===== src/rtl/decode_sequencer.sv =====
// decode_sequencer
// Multi-cycle control FSM for the MERC-16 core. It walks each instruction
// through START/FETCH/DECODE/EXEC/MEM/WB and drives the DecodeSubsystem,
// ALU, PC, IR and memory strobes. It waits on the memory ready handshake.
//
// Optional feature: define MEM_TIMEOUT_EN to enable a memory wait timeout.
// When MemReady stays low for MEM_TIMEOUT cycles in FETCH or MEM, busError_o
// sets (sticky until reset) and the FSM enters HALT.
//
// Ports
//   clk_i           system clock, rising edge
//   rst_i           asynchronous active-high reset
//   opcode_i[4:0]   IR[15:11], sampled in DECODE
//   zero_i          ALU zero flag, valid in EXEC
//   memReady_i      memory ack for the current read or write
//   irWrite_o       load IR from memory
//   pcWrite_o       load PC
//   pcSrc_o[1:0]    0=PC+1, 1=PC+SE, 2=jump immediate
//   memRead_o       memory read request
//   memWrite_o      memory write request
//   memAddrSrc_o    0=PC, 1=ALU result
//   aluSrc_o        0=B, 1=SE
//   aluOp_o[2:0]    ALU function
//   writeEnable_o, regDest_o[1:0], regData_o[1:0], rsRd_o[1:0], rsRt_o,
//   upperLower_o    DecodeSubsystem controls
//   illegalOp_o     one-cycle pulse on an undefined opcode
//   halted_o        high in HALT
//   busError_o      sticky timeout flag (0 unless MEM_TIMEOUT_EN)
module decode_sequencer #(
  parameter int MEM_TIMEOUT = 15
) (
  input  logic       clk_i,
  input  logic       rst_i,
  input  logic [4:0] opcode_i,
  input  logic       zero_i,
  input  logic       memReady_i,
  output logic       irWrite_o,
  output logic       pcWrite_o,
  output logic [1:0] pcSrc_o,
  output logic       memRead_o,
  output logic       memWrite_o,
  output logic       memAddrSrc_o,
  output logic       aluSrc_o,
  output logic [2:0] aluOp_o,
  output logic       writeEnable_o,
  output logic [1:0] regDest_o,
  output logic [1:0] regData_o,
  output logic [1:0] rsRd_o,
  output logic       rsRt_o,
  output logic       upperLower_o,
  output logic       illegalOp_o,
  output logic       halted_o,
  output logic       busError_o
);

  typedef enum logic [2:0] {
    S_START, S_FETCH, S_DECODE, S_EXEC, S_MEM, S_WB, S_HALT
  } state_t;

  typedef enum logic [3:0] {
    K_RTYPE, K_ADDI, K_LUI, K_LW, K_SW, K_BEQ, K_J, K_JAL, K_HALT, K_ILL
  } kind_t;

  state_t     state_q, state_d;
  logic [4:0] opcode_q;
  kind_t      kindNow, kindQ;

  function automatic kind_t classify(input logic [4:0] op);
    kind_t k;
    if (op[4:3] == 2'b00) begin
      k = K_RTYPE;
    end else begin
      case (op)
        5'h08:   k = K_ADDI;
        5'h09:   k = K_LUI;
        5'h0A:   k = K_LW;
        5'h0B:   k = K_SW;
        5'h0C:   k = K_BEQ;
        5'h0D:   k = K_J;
        5'h0E:   k = K_JAL;
        5'h1F:   k = K_HALT;
        default: k = K_ILL;
      endcase
    end
    return k;
  endfunction

  // DECODE dispatches on the live opcode; later states use the latched copy
  assign kindNow = classify(opcode_i);
  assign kindQ   = classify(opcode_q);

  always_ff @(posedge clk_i or posedge rst_i) begin
    if (rst_i) begin
      state_q  <= S_START;
      opcode_q <= 5'd0;
    end else begin
      state_q <= state_d;
      if (state_q == S_DECODE) begin
        opcode_q <= opcode_i;
      end
    end
  end

`ifdef MEM_TIMEOUT_EN
  localparam logic [3:0] TIMEOUT_LAST = 4'(MEM_TIMEOUT - 1);

  logic [3:0] waitCnt_q, waitCnt_d;
  logic       busError_q, busError_d;
  logic       waiting;
  logic       timeout;

  assign waiting = ((state_q == S_FETCH) || (state_q == S_MEM)) && !memReady_i;
  // The cycle that would bring the count to MEM_TIMEOUT is the last wait cycle
  assign timeout = waiting && (waitCnt_q == TIMEOUT_LAST);

  // Counter restarts whenever the state changes, so every FETCH/MEM entry starts at 0
  always_comb begin
    waitCnt_d  = waitCnt_q;
    busError_d = busError_q | timeout;
    if (state_d != state_q) begin
      waitCnt_d = 4'd0;
    end else if (waiting) begin
      waitCnt_d = waitCnt_q + 4'd1;
    end
  end

  always_ff @(posedge clk_i or posedge rst_i) begin
    if (rst_i) begin
      waitCnt_q  <= 4'd0;
      busError_q <= 1'b0;
    end else begin
      waitCnt_q  <= waitCnt_d;
      busError_q <= busError_d;
    end
  end

  assign busError_o = busError_q;
`else
  logic [3:0] unusedTimeout;
  assign unusedTimeout = 4'(MEM_TIMEOUT);
  assign busError_o    = 1'b0;
`endif

  // Next state and all strobes; FETCH strobes and MEM exits are qualified by memReady_i
  always_comb begin
    state_d       = state_q;
    irWrite_o     = 1'b0;
    pcWrite_o     = 1'b0;
    pcSrc_o       = 2'd0;
    memRead_o     = 1'b0;
    memWrite_o    = 1'b0;
    memAddrSrc_o  = 1'b0;
    aluSrc_o      = 1'b0;
    aluOp_o       = 3'd0;
    writeEnable_o = 1'b0;
    regDest_o     = 2'd0;
    regData_o     = 2'd0;
    rsRd_o        = 2'd0;
    rsRt_o        = 1'b0;
    upperLower_o  = 1'b0;
    illegalOp_o   = 1'b0;
    halted_o      = 1'b0;

    case (state_q)
      S_START: state_d = S_FETCH;

      S_FETCH: begin
        memRead_o = 1'b1;
        if (memReady_i) begin
          irWrite_o = 1'b1;
          pcWrite_o = 1'b1;
          state_d   = S_DECODE;
        end
      end

      S_DECODE: begin
        case (kindNow)
          K_LUI, K_JAL: state_d = S_WB;
          K_J: begin
            pcWrite_o = 1'b1;
            pcSrc_o   = 2'd2;
            state_d   = S_FETCH;
          end
          K_HALT: state_d = S_HALT;
          K_ILL: begin
            illegalOp_o = 1'b1;
            state_d     = S_FETCH;
          end
          default: state_d = S_EXEC;
        endcase
      end

      S_EXEC: begin
        case (kindQ)
          K_RTYPE: begin
            aluOp_o = opcode_q[2:0];
            state_d = S_WB;
          end
          K_ADDI: begin
            aluSrc_o = 1'b1;
            state_d  = S_WB;
          end
          K_LW, K_SW: begin
            aluSrc_o = 1'b1;
            state_d  = S_MEM;
          end
          K_BEQ: begin
            aluOp_o = 3'd1;
            if (zero_i) begin
              pcWrite_o = 1'b1;
              pcSrc_o   = 2'd1;
            end
            state_d = S_FETCH;
          end
          default: state_d = S_FETCH;
        endcase
      end

      S_MEM: begin
        memAddrSrc_o = 1'b1;
        memRead_o    = (kindQ == K_LW);
        memWrite_o   = (kindQ == K_SW);
        if (memReady_i) begin
          state_d = (kindQ == K_LW) ? S_WB : S_FETCH;
        end
      end

      S_WB: begin
        writeEnable_o = 1'b1;
        case (kindQ)
          K_ADDI: regDest_o = 2'd1;
          K_LW: begin
            regDest_o = 2'd1;
            regData_o = 2'd1;
          end
          K_LUI: begin
            regDest_o    = 2'd1;
            regData_o    = 2'd3;
            upperLower_o = 1'b1;
          end
          K_JAL: begin
            regDest_o = 2'd2;
            regData_o = 2'd2;
            pcWrite_o = 1'b1;
            pcSrc_o   = 2'd2;
          end
          default: begin
            regDest_o = 2'd0;
            regData_o = 2'd0;
          end
        endcase
        state_d = S_FETCH;
      end

      S_HALT: halted_o = 1'b1;

      default: state_d = S_START;
    endcase

`ifdef MEM_TIMEOUT_EN
    if (timeout) begin
      state_d = S_HALT;
    end
`endif
  end

endmodule

===== config.mk =====
export PLATFORM = sky130hd
export DESIGN_NAME = decode_sequencer
export DESIGN_NICKNAME = d
export VERILOG_FILES = /design/src/rtl/decode_sequencer.sv
export SDC_FILE = /design/constraint.sdc
export NUM_CORES = 1
export LEC_CHECK = 0
export ABC_CLOCK_PERIOD_IN_PS = 4800
export CAP_MARGIN = 5
export CORE_UTILIZATION = 46
export CTS_CLUSTER_SIZE = 20
export DETAILED_ROUTE_END_ITERATION = 6
export GPL_ROUTABILITY_DRIVEN = 1
export PLACE_DENSITY = 0.82
export REMOVE_ABC_BUFFERS = 1
export SLEW_MARGIN = 20
export SYNTH_ARGS = -nofsm -noshare
export SYNTH_HDL_FRONTEND = slang
export SYNTH_SLANG_ARGS = --single-unit

===== constraint.sdc =====
create_clock -name clk_i -period 4.8 [get_ports clk_i]
set_input_delay 0.96 -clock clk_i [delete_from_list [all_inputs] [get_ports clk_i]]
set_output_delay 0.96 -clock clk_i [all_outputs]
set_load 0.1 [all_outputs]

==> impl_metrics.tcl, run 1 <==
set metrics [dict create \
    status "complete, no violations" \
    setup_viol 0 \
    timing.final.crit_share_pct 82.7 \
    swShare_pct 59.0 \
    finalPower_mw 0.709 \
    grt_setup_unrepaired "false" \
    post_dp_cell_area_mm2 0.00121 \
    clk_pin_slew_ns 0.06 \
    antenna_found_initial 0 \
    finalHoldViolations 0 \
    grt_pass1_wl_um 3700 \
    cts_hold_buffers 0 \
    yosys.area.top_type "dfrtp_1" \
    ios 32 \
    grt_overflow 0 \
    final_max_slew_viol_count 0 \
    yosys_warnings 0 \
    rows 16 \
    synth_area_leaders "dfrtp_1, ha_1, mux2_2" \
    synth-seq-area-share_pct 20.0 \
    synth_xor_area_share_pct 0 \
    peakVddDrop_uv 416 \
    ys.flop_type "dfrtp_1" \
    drc_errors 0 \
    final.min_clock_period_ns 3.97 \
    share_seq_of_total_power_pct 21.8 \
    synthCells 125 \
    place.gp.congestion 0.839 \
    worst_path_max_delay_cell "clkdlybuf4s50_1" \
    tns_ns 0 \
    areaGrowthSynthToFinish_pct 22.6 \
    synth.area.mux_share_pct 6.48 \
    power.clock.fraction_pct 7.4 \
    finalWirelength_um 2190 \
    maxCapViolations 0 \
    clkLatencyLatePin_ns 0.26 \
    critPathMaxStageDelay_ns 0.54 \
    final_core_util_pct 61.4 \
    portBuffers 27 \
    power.density_mw_per_mm2 577 \
    cts_resized 0 \
    root_buffer "clkbuf_4" \
    yosys.area_share.simple_pct 35.7 \
    crit_arrival_ns 3.01 \
    critPathLaunchType "input port" \
    crit_required_ns 3.84 \
    intPower_mw 0.291 \
    skew_ns 0.00623 \
    crit_fanout 4 \
    initial_utilization_pct 50.1 \
    core_region_area_mm2 0.00200 \
    leakagePower_nw 0.574 \
    cts_tree "yes" \
    vias_per_cell 5.60 \
    critical_path_class "in2out" \
    final_nets 166 \
    dpl.hpwl_um 1770 \
    die_w_um 48.7 \
    post-cts-setup-buffers 0 \
    synth_top_cell_area_share_pct 20.0 \
    grt_start_max_net_pins 12 \
    cts_buffer_depth 2 \
    critPathCaptureType "primary output" \
    htreeDepth 1 \
    fmax_mhz 252 \
    worstMarginPinSlew_ns 0.969 \
    first_global_vias 864 \
    synth_top_family_by_area "simple AND/OR/NAND/NOR gates" \
    post-route-cell-area_mm2 0.00123 \
    hold_path_class "reg2reg" \
    crit_chain "clkdlybuf4s50_1, inv_1, ha_1, and3b_1, a31oi_1, nand2_1, or2_1, nor3_1, buf_4" \
    ys_types 48 \
    regToRegSetupSlack_ns 2.95 \
    crit_family "buffers and inverters" \
    synth.avg_cell_area_um2 8.03 \
    ant_nets 0 \
    numCtsBuffers 3 \
    drive_gt1_share_pct 22.1 \
    crit_buf_inv 3 \
    drt_iter0_drc 29 \
    drt_pass1_iterations 6 \
    maxSlewHeadroom_pct 35.2 \
    p_switching_mw 0.419 \
    ys_ff_latch 8 \
    ys_top_cells_by_count "nor2_1, dfrtp_1, inv_1" \
    synth_area_mm2 0.00100 \
    whs_ns 0.590 \
    antenna_cells 0 \
    synth-compound-area-share_pct 19.1 \
    die_h_um 48.7 \
    grt_use_total_pct 19.6 \
    synth_fa_ha_area_share_pct 7.48 \
    combPwrFrac_pct 70.8 \
    async_reset_ff_share_pct 100 \
    via_count 985 \
    synth-edff-count 0 \
    post_drt_wl_per_cell_um 12.4 \
    yosysMostFrequentCell "nor2_1" \
    die-area_mm2 0.00237 \
    cts_sinks 8 \
]
## layer usage
layer  global-route usage, %  up-vias  part of all wire, %
met3                    2.52        3                  4.3
met2                    35.2       44                   51
met1                    23.2      456                   44
met4                    8.33        0                  1.1
li1                        -      482                    -
met5                       0        -                    0
## cell families (layout without fill, tap and decap cells)
logic type	Yosys count	in the layout
AND/OR/NAND/NOR	57	57
adder cells (fa/ha/maj)	6	6
flip-flops	8	8
AO/OA/AOI/OAI	29	29
buffers and inverters	18	39
multiplexers	6	6
other	1	4
## flip-flops by register name, indices dropped and copies added, names as in the netlist
name	count
opcode_q	5
state_q	3
## power groups by stage
stage / Clock, mW / Sequential (mW) / Combinational (mW)
2_1_floorplan: 0 / 0.140 / 0.417
3_3_place_gp: 0 / 0.154 / 0.495
3_5_place_dp: 0 / 0.155 / 0.502
4_1_cts: 0.0520 / 0.153 / 0.504
5_1_grt: 0.0570 / 0.163 / 0.538
6_report: 0.0523 / 0.155 / 0.502
## path summary, 6_finish.rpt
check | startpoint | to | depth (start not counted)
max | opcode_i[1] | illegalOp_o | 9
max in group asynchronous | rst_i | opcode_q[0]$_DFFE_PP0P_ | 2
min reg2reg | opcode_q[3]$_DFFE_PP0P_ | opcode_q[3]$_DFFE_PP0P_ | 1
min | opcode_q[3]$_DFFE_PP0P_ | opcode_q[3]$_DFFE_PP0P_ | 1
min in group asynchronous | rst_i | state_q[1]$_DFFE_PP0P_ | 2
max reg2reg | opcode_q[0]$_DFFE_PP0P_ | state_q[2]$_DFFE_PP0P_ | 6
## cell type report
type                    count  area, um2
fillers                   176        772
clock buffers               3       22.5
multi-input cells         102        704
well taps                  27       33.8
repair buffers             27        235
inverters                   9       33.8
flip-flops and latches      8        200
## metrics by stage
step	setup WS (ns)	instances
after CTS	0.831	176
after global placement	0.930	173
final	0.830	176
after floorplan	-1.28	119
after global routing	0.624	176
after detailed placement	0.857	173
## worst register-to-register path, stage by stage, from the launching register on
cell	delay [ns]
dfrtp_1	0.44
ha_1	0.34
and2b_1	0.41
nand2_1	0.09
a221oi_1	0.29
nor3_1	0.10
o31ai_1	0.08
## cells in the final DEF (no fill, tap or decap), types with 2 or more instances in the layout
cell,n
a21o_1,2
a21oi_1,7
a31oi_1,3
and2_1,3
and2b_1,2
and3_1,2
buf_4,14
clkbuf_4,3
clkdlybuf4s50_1,13
conb_1,4
dfrtp_1,8
ha_1,6
inv_1,8
mux2_2,4
mux2i_1,2
nand2_1,6
nand2b_1,5
nand3_1,3
nor2_1,10
nor2b_1,3
nor3_1,6
o211ai_1,2
o21ai_0,5
o21ai_1,2
or2_1,2
or3_1,2
Note: power is estimated with default switching activity, not from simulation.
==> run 2, diff against run 1 <==
Settings changed: ABC_CLOCK_PERIOD_IN_PS 4800 to 3300, CORE_UTILIZATION 46 to 42, PLACE_DENSITY 0.82 to 0.79.
Clock period 4.8 ns to 3.3 ns, I/O delays scaled along.
==> run 2 against run 1 <==
Net effect:
- via count rose by 1.9%
- sequential cell count unchanged
- clock power increased by 50%
- largest power group unchanged
- largest cell class unchanged
- worst hold slack worse by 0.010 ns
- critical path depth decreased by 2
==> impl_metrics.tcl, run 2 (synthesis results as in run 1) <==
set metrics [dict create \
    cts_buffer_depth 2 \
    post_dp_cell_area_mm2 0.00134 \
    final_max_slew_viol_count 0 \
    crit_required_ns 2.64 \
    crit_fanout 5 \
    reg2reg_depth 6 \
    fmax_mhz 324 \
    skew_ns 0.00235 \
    critPathCaptureType "primary output" \
    leakagePower_nw 0.656 \
    place.gp.congestion 0.829 \
    via_count 1004 \
    post-route-cell-area_mm2 0.00138 \
    antenna_found_initial 0 \
    die-area_mm2 0.00259 \
    initial_utilization_pct 44.9 \
    setup_viol 0 \
    holdPathStages 1 \
    status "complete, no violations" \
    crit_arrival_ns 2.43 \
    final_common_cell "buf_4" \
    numCtsBuffers 3 \
    grt_setup_unrepaired "false" \
    dpl.hpwl_um 1970 \
    top_register "opcode_q" \
    crit_chain "clkdlybuf4s50_1, buf_4, and2b_1, o211ai_1, o21ai_2, or3_1, buf_12" \
    critPathLaunchType "input port" \
    finalHoldViolations 0 \
    grt_overflow 0 \
    maxCapViolations 0 \
    clk_pin_slew_ns 0.05 \
    dpl_worst_slack_ns -0.0812 \
    final_nets 172 \
    die_h_um 50.9 \
    final.min_clock_period_ns 3.09 \
    cts_tree "yes" \
    vias_per_cell 5.49 \
    timing.final.crit_share_pct 93.7 \
    grt_start_max_net_pins 12 \
    power.density_mw_per_mm2 780 \
    cts_sinks 8 \
    worst_path_max_delay_cell "clkdlybuf4s50_1" \
    final_cell_mix "buf_4, nor2_1, inv_1, dfrtp_1, buf_12" \
    biggestRegsByFlops "opcode_q: 5 flops, state_q: 3 flops" \
    core_region_area_mm2 0.00223 \
    post_drt_wl_per_cell_um 12.9 \
    rows 17 \
    drt_iter0_drc 25 \
    largest_register_ffs 5 \
    areaGrowthSynthToFinish_pct 37.5 \
    portBuffers 27 \
    first_global_vias 907 \
    grt_pass1_wl_um 4040 \
    ios 32 \
    hold_path_class "reg2reg" \
    root_buffer "clkbuf_4" \
    grt_use_total_pct 21.0 \
    antenna_cells 0 \
    clkLatencyLatePin_ns 0.26 \
    peakVddDrop_uv 411 \
    tns_ns 0 \
    finalWirelength_um 2370 \
    drt_pass1_iterations 4 \
    critPathMaxStageDelay_ns 0.54 \
    drive_gt1_share_pct 29.7 \
    final_core_util_pct 61.8 \
    htreeDepth 1 \
    cts_hold_buffers 0 \
    drc_errors 0 \
    ant_nets 0 \
    layout_setup_ws_ns 0.209 \
    critical_path_class "in2out" \
    die_w_um 50.9 \
]
==> run 2: changes by cell type in the layout (fill, tap and decap cells not counted), sizes merged <==
cell / before / now
clkdlybuf4s50: 13 / 6
dlymetal6s2s: 0 / 2
buf: 14 / 25
==> run 2: final timing paths <==
check / startpoint / endpoint / slack, ns
worst max-delay path: opcode_i[2] / pcWrite_o / 0.21
worst min-delay path: opcode_q[3]$_DFFE_PP0P_ / opcode_q[3]$_DFFE_PP0P_ / 0.58
worst max register to register: state_q[0]$_DFFE_PP0P_ / state_q[2]$_DFFE_PP0P_ / 1.43
worst min register to register: opcode_q[3]$_DFFE_PP0P_ / opcode_q[3]$_DFFE_PP0P_ / 0.58
max in group asynchronous: rst_i / opcode_q[1]$_DFFE_PP0P_ / 2.42
min in group asynchronous: rst_i / state_q[1]$_DFFE_PP0P_ / 0.65
==> run 2: layout make-up <==
class / instances / area, um2
fill: 210 / 853
multi-input combinational: 102 / 716
timing repair buffer: 33 / 373
sequential: 8 / 200
tap: 28 / 35.0
inverter: 9 / 33.8
clock buffer: 3 / 22.5
==> run 2: routing by layer <==
metal | up-vias | routed length [um] | part of all wire, % | global-route usage, %
met1 | 477 | 981 | 41 | 24.7
met2 | 30 | 1250 | 53 | 38.2
met5 | - | 0 | 0 | 0
li1 | 492 | - | - | -
met4 | 0 | 44 | 1.9 | 9.72
met3 | 5 | 91 | 3.8 | 1.79
==> run 2: critical path, delay by kind of cell <==
family          cells  cell delay (ns)
simple gates        2             0.54
buf+inv             3             0.89
compound gates      2             0.33
==> run 2: repair_timing <==
action,CTS,global route
setup buffers,0,0
setup endpoints to repair,2,2
gates resized for setup,2,2
==> run 2: where the power goes <==
part           switching [mW]  internal, mW  total [mW]
registers              0.0827         0.143       0.226
logic                   0.505         0.266       0.771
clock network          0.0366        0.0418      0.0784
total                   0.625         0.451        1.08
==> run 2: metrics by stage <==
| stage | hold WS, ns | cells | power (mW) |
|---|---|---|---|
| floorplan | 0.476 | 119 | 0.811 |
| global placement | 0.571 | 180 | 0.974 |
| detailed placement | 0.570 | 180 | 0.996 |
| CTS | 0.582 | 183 | 1.08 |
| global route | 0.616 | 183 | 1.15 |
| finish | 0.580 | 183 | 1.08 |
==> run 3, diff against run 2 <==
Settings changed: ABC_CLOCK_PERIOD_IN_PS 3300 to 2950, CORE_UTILIZATION 42 to 46, PLACE_DENSITY 0.79 to 0.82.
Clock period 3.3 ns to 2.95 ns, I/O delays scaled along.
==> run 3 against run 2 <==
Net effect:
- largest power group unchanged
- largest cell class unchanged
- global-route usage increased by 1.8 points
- utilization increased by 14 points
- count of clock-buffer cells in the layout unchanged
- worst hold slack got worse by 0.011 ns
- cell area increased by 10%
- clock power increased by 13%
- die area decreased by 8.4%
==> impl_metrics.tcl, run 3 (synthesis results as in run 1) <==
set metrics [dict create \
    status "complete, no violations" \
    root_buffer "clkbuf_4" \
    die_w_um 48.7 \
    timing.final.crit_share_pct 97.7 \
    grt_pass1_wl_um 4310 \
    finalPower_mw 1.30 \
    maxSlewHeadroom_pct 62.8 \
    grt_overflow 0 \
    post_drt_wl_per_cell_um 14.3 \
    htreeDepth 1 \
    fmax_mhz 347 \
    critPathLaunchType "register" \
    final_max_slew_viol_count 0 \
    dpl_worst_slack_ns -0.239 \
    crit_arrival_ns 2.29 \
    vias_per_cell 5.57 \
    final_nets 176 \
    via_count 1036 \
    clk_pin_slew_ns 0.06 \
    layout.cells.non_filler 186 \
    biggestRegsByFlops "opcode_q: 5 flops, state_q: 3 flops" \
    ant_nets 0 \
    portBuffers 27 \
    top_register "opcode_q" \
    cts_buffer_depth 2 \
    peakVddDrop_uv 762 \
    numCtsBuffers 3 \
    drt_iter0_drc 16 \
    clkLatencyLatePin_ns 0.26 \
    power.density_mw_per_mm2 858 \
    die-area_mm2 0.00237 \
    core_region_area_mm2 0.00200 \
    setup_viol 0 \
    critical_path_class "reg2out" \
    finalWirelength_um 2670 \
    cts_sinks 8 \
    dpl.hpwl_um 2140 \
    final.min_clock_period_ns 2.88 \
    critPathCaptureType "primary output" \
    crit_required_ns 2.36 \
    first_global_vias 980 \
    cts_tree "yes" \
    layout_setup_ws_ns 0.0666 \
    drc_errors 0 \
    antenna_cells 0 \
    grt_start_max_net_pins 12 \
    skew_ns 0.00728 \
    grt_use_total_pct 22.8 \
    leakagePower_nw 0.686 \
    finalHoldViolations 0 \
    largest_register_ffs 5 \
    hold_path_class "in2async" \
    place.gp.congestion 0.845 \
    timing.rr.start "opcode_q[0]$_DFFE_PP0P_" \
    final_cell_mix "buf_12, buf_4, nor2_1, inv_1" \
    drive_gt1_share_pct 34.0 \
    initial_utilization_pct 50.1 \
    final_core_util_pct 75.9 \
    ios 32 \
    rows 16 \
    maxCapViolations 0 \
    worstMarginPinSlew_ns 0.551 \
    post-route-cell-area_mm2 0.00152 \
    crit_start "opcode_q[0]$_DFFE_PP0P_" \
    crit_fanout 10 \
    drt_pass1_iterations 4 \
    place_inst 183 \
    post_dp_cell_area_mm2 0.00147 \
    antenna_found_initial 0 \
    die_h_um 48.7 \
    areaGrowthSynthToFinish_pct 51.4 \
    final_common_cell "buf_12" \
    post-cts-setup-buffers 0 \
    cts_hold_buffers 0 \
]
==> run 3: changes by cell type in the layout (fill, tap and decap cells not counted) <==
cell            change
nand2_1             -1
and2b_1             -1
and2b_2             +1
buf_12              +8
a31oi_4             +1
dlygate4sd2_1       +2
nand2_2             +1
o21ai_0             -1
dfrtp_2             +1
o21ai_2             +1
dfrtp_1             -1
dlymetal6s2s_1      -2
buf_4               -4
a31oi_2             -1
==> run 3: worst max-delay path, stage by stage (launching register included) <==
cell,delay (ns)
dfrtp_2,0.45
ha_1,0.33
and2b_2,0.35
nand3_4,0.10
or3_4,0.38
inv_2,0.09
or2_1,0.15
buf_12,0.18
==> run 3: cell type report <==
class                           instances  area, um2
Fill cell                             141        483
Sequential cell                         8        201
Inverter                                9       33.8
Multi-Input combinational cell        102        732
Clock buffer                            3       22.5
Tap cell                               27       33.8
Timing Repair Buffer                   37        495
==> run 3: per-stage QoR <==
| stage | hold slack [ns] | setup TNS (ns) |
|---|---|---|
| 5_1_grt | 0.606 | -0.0573 |
| 4_1_cts | 0.577 | 0 |
| 6_report | 0.569 | 0 |
| 2_1_floorplan | 0.406 | -9.74 |
| 3_5_place_dp | 0.576 | -0.474 |
| 3_3_place_gp | 0.572 | -0.318 |
==> run 3: worst paths after layout <==
| check | to | slack (ns) | cells after the start |
|---|---|---|---|
| min reg2reg | opcode_q[3]$_DFFE_PP0P_ | 0.59 | 1 |
| max in group asynchronous | opcode_q[0]$_DFFE_PP0P_ | 2.12 | 2 |
| min in group clk_i | opcode_q[3]$_DFFE_PP0P_ | 0.59 | 1 |
| max reg2reg | state_q[0]$_DFFE_PP0P_ | 1.05 | 7 |
| min | state_q[1]$_DFFE_PP0P_ | 0.57 | 2 |
| max | regData_o[1] | 0.07 | 7 |
==> run 3: routing by layer <==
layer / part of all wire (%) / vias up / global-route usage, % / wire length (um)
li1: - / 501 / - / -
met1: 42 / 489 / 27.4 / 1110
met2: 52 / 37 / 41.9 / 1390
met3: 3.8 / 9 / 2.83 / 102
met4: 2.3 / 0 / 6.37 / 62
met5: 0 / - / 0 / 0
==> run 3: where the power goes <==
| part | leakage, nW | switching, mW | internal [mW] |
|---|---|---|---|
| Sequential | 0.0960 | 0.0952 | 0.162 |
| Combinational | 0.577 | 0.602 | 0.357 |
| Clock | 0.0138 | 0.0414 | 0.0468 |
| Total | 0.686 | 0.738 | 0.565 |
==> run 3: repair_timing <==
| item | 4_1_cts | 5_1_grt |
|---|---|---|
| setup endpoints to repair | 4 | 3 |
| hold endpoints to repair | 0 | 0 |
| gates cloned | 0 | 0 |
| pin swaps | 1 | 2 |
| resized for setup | 4 | 6 |
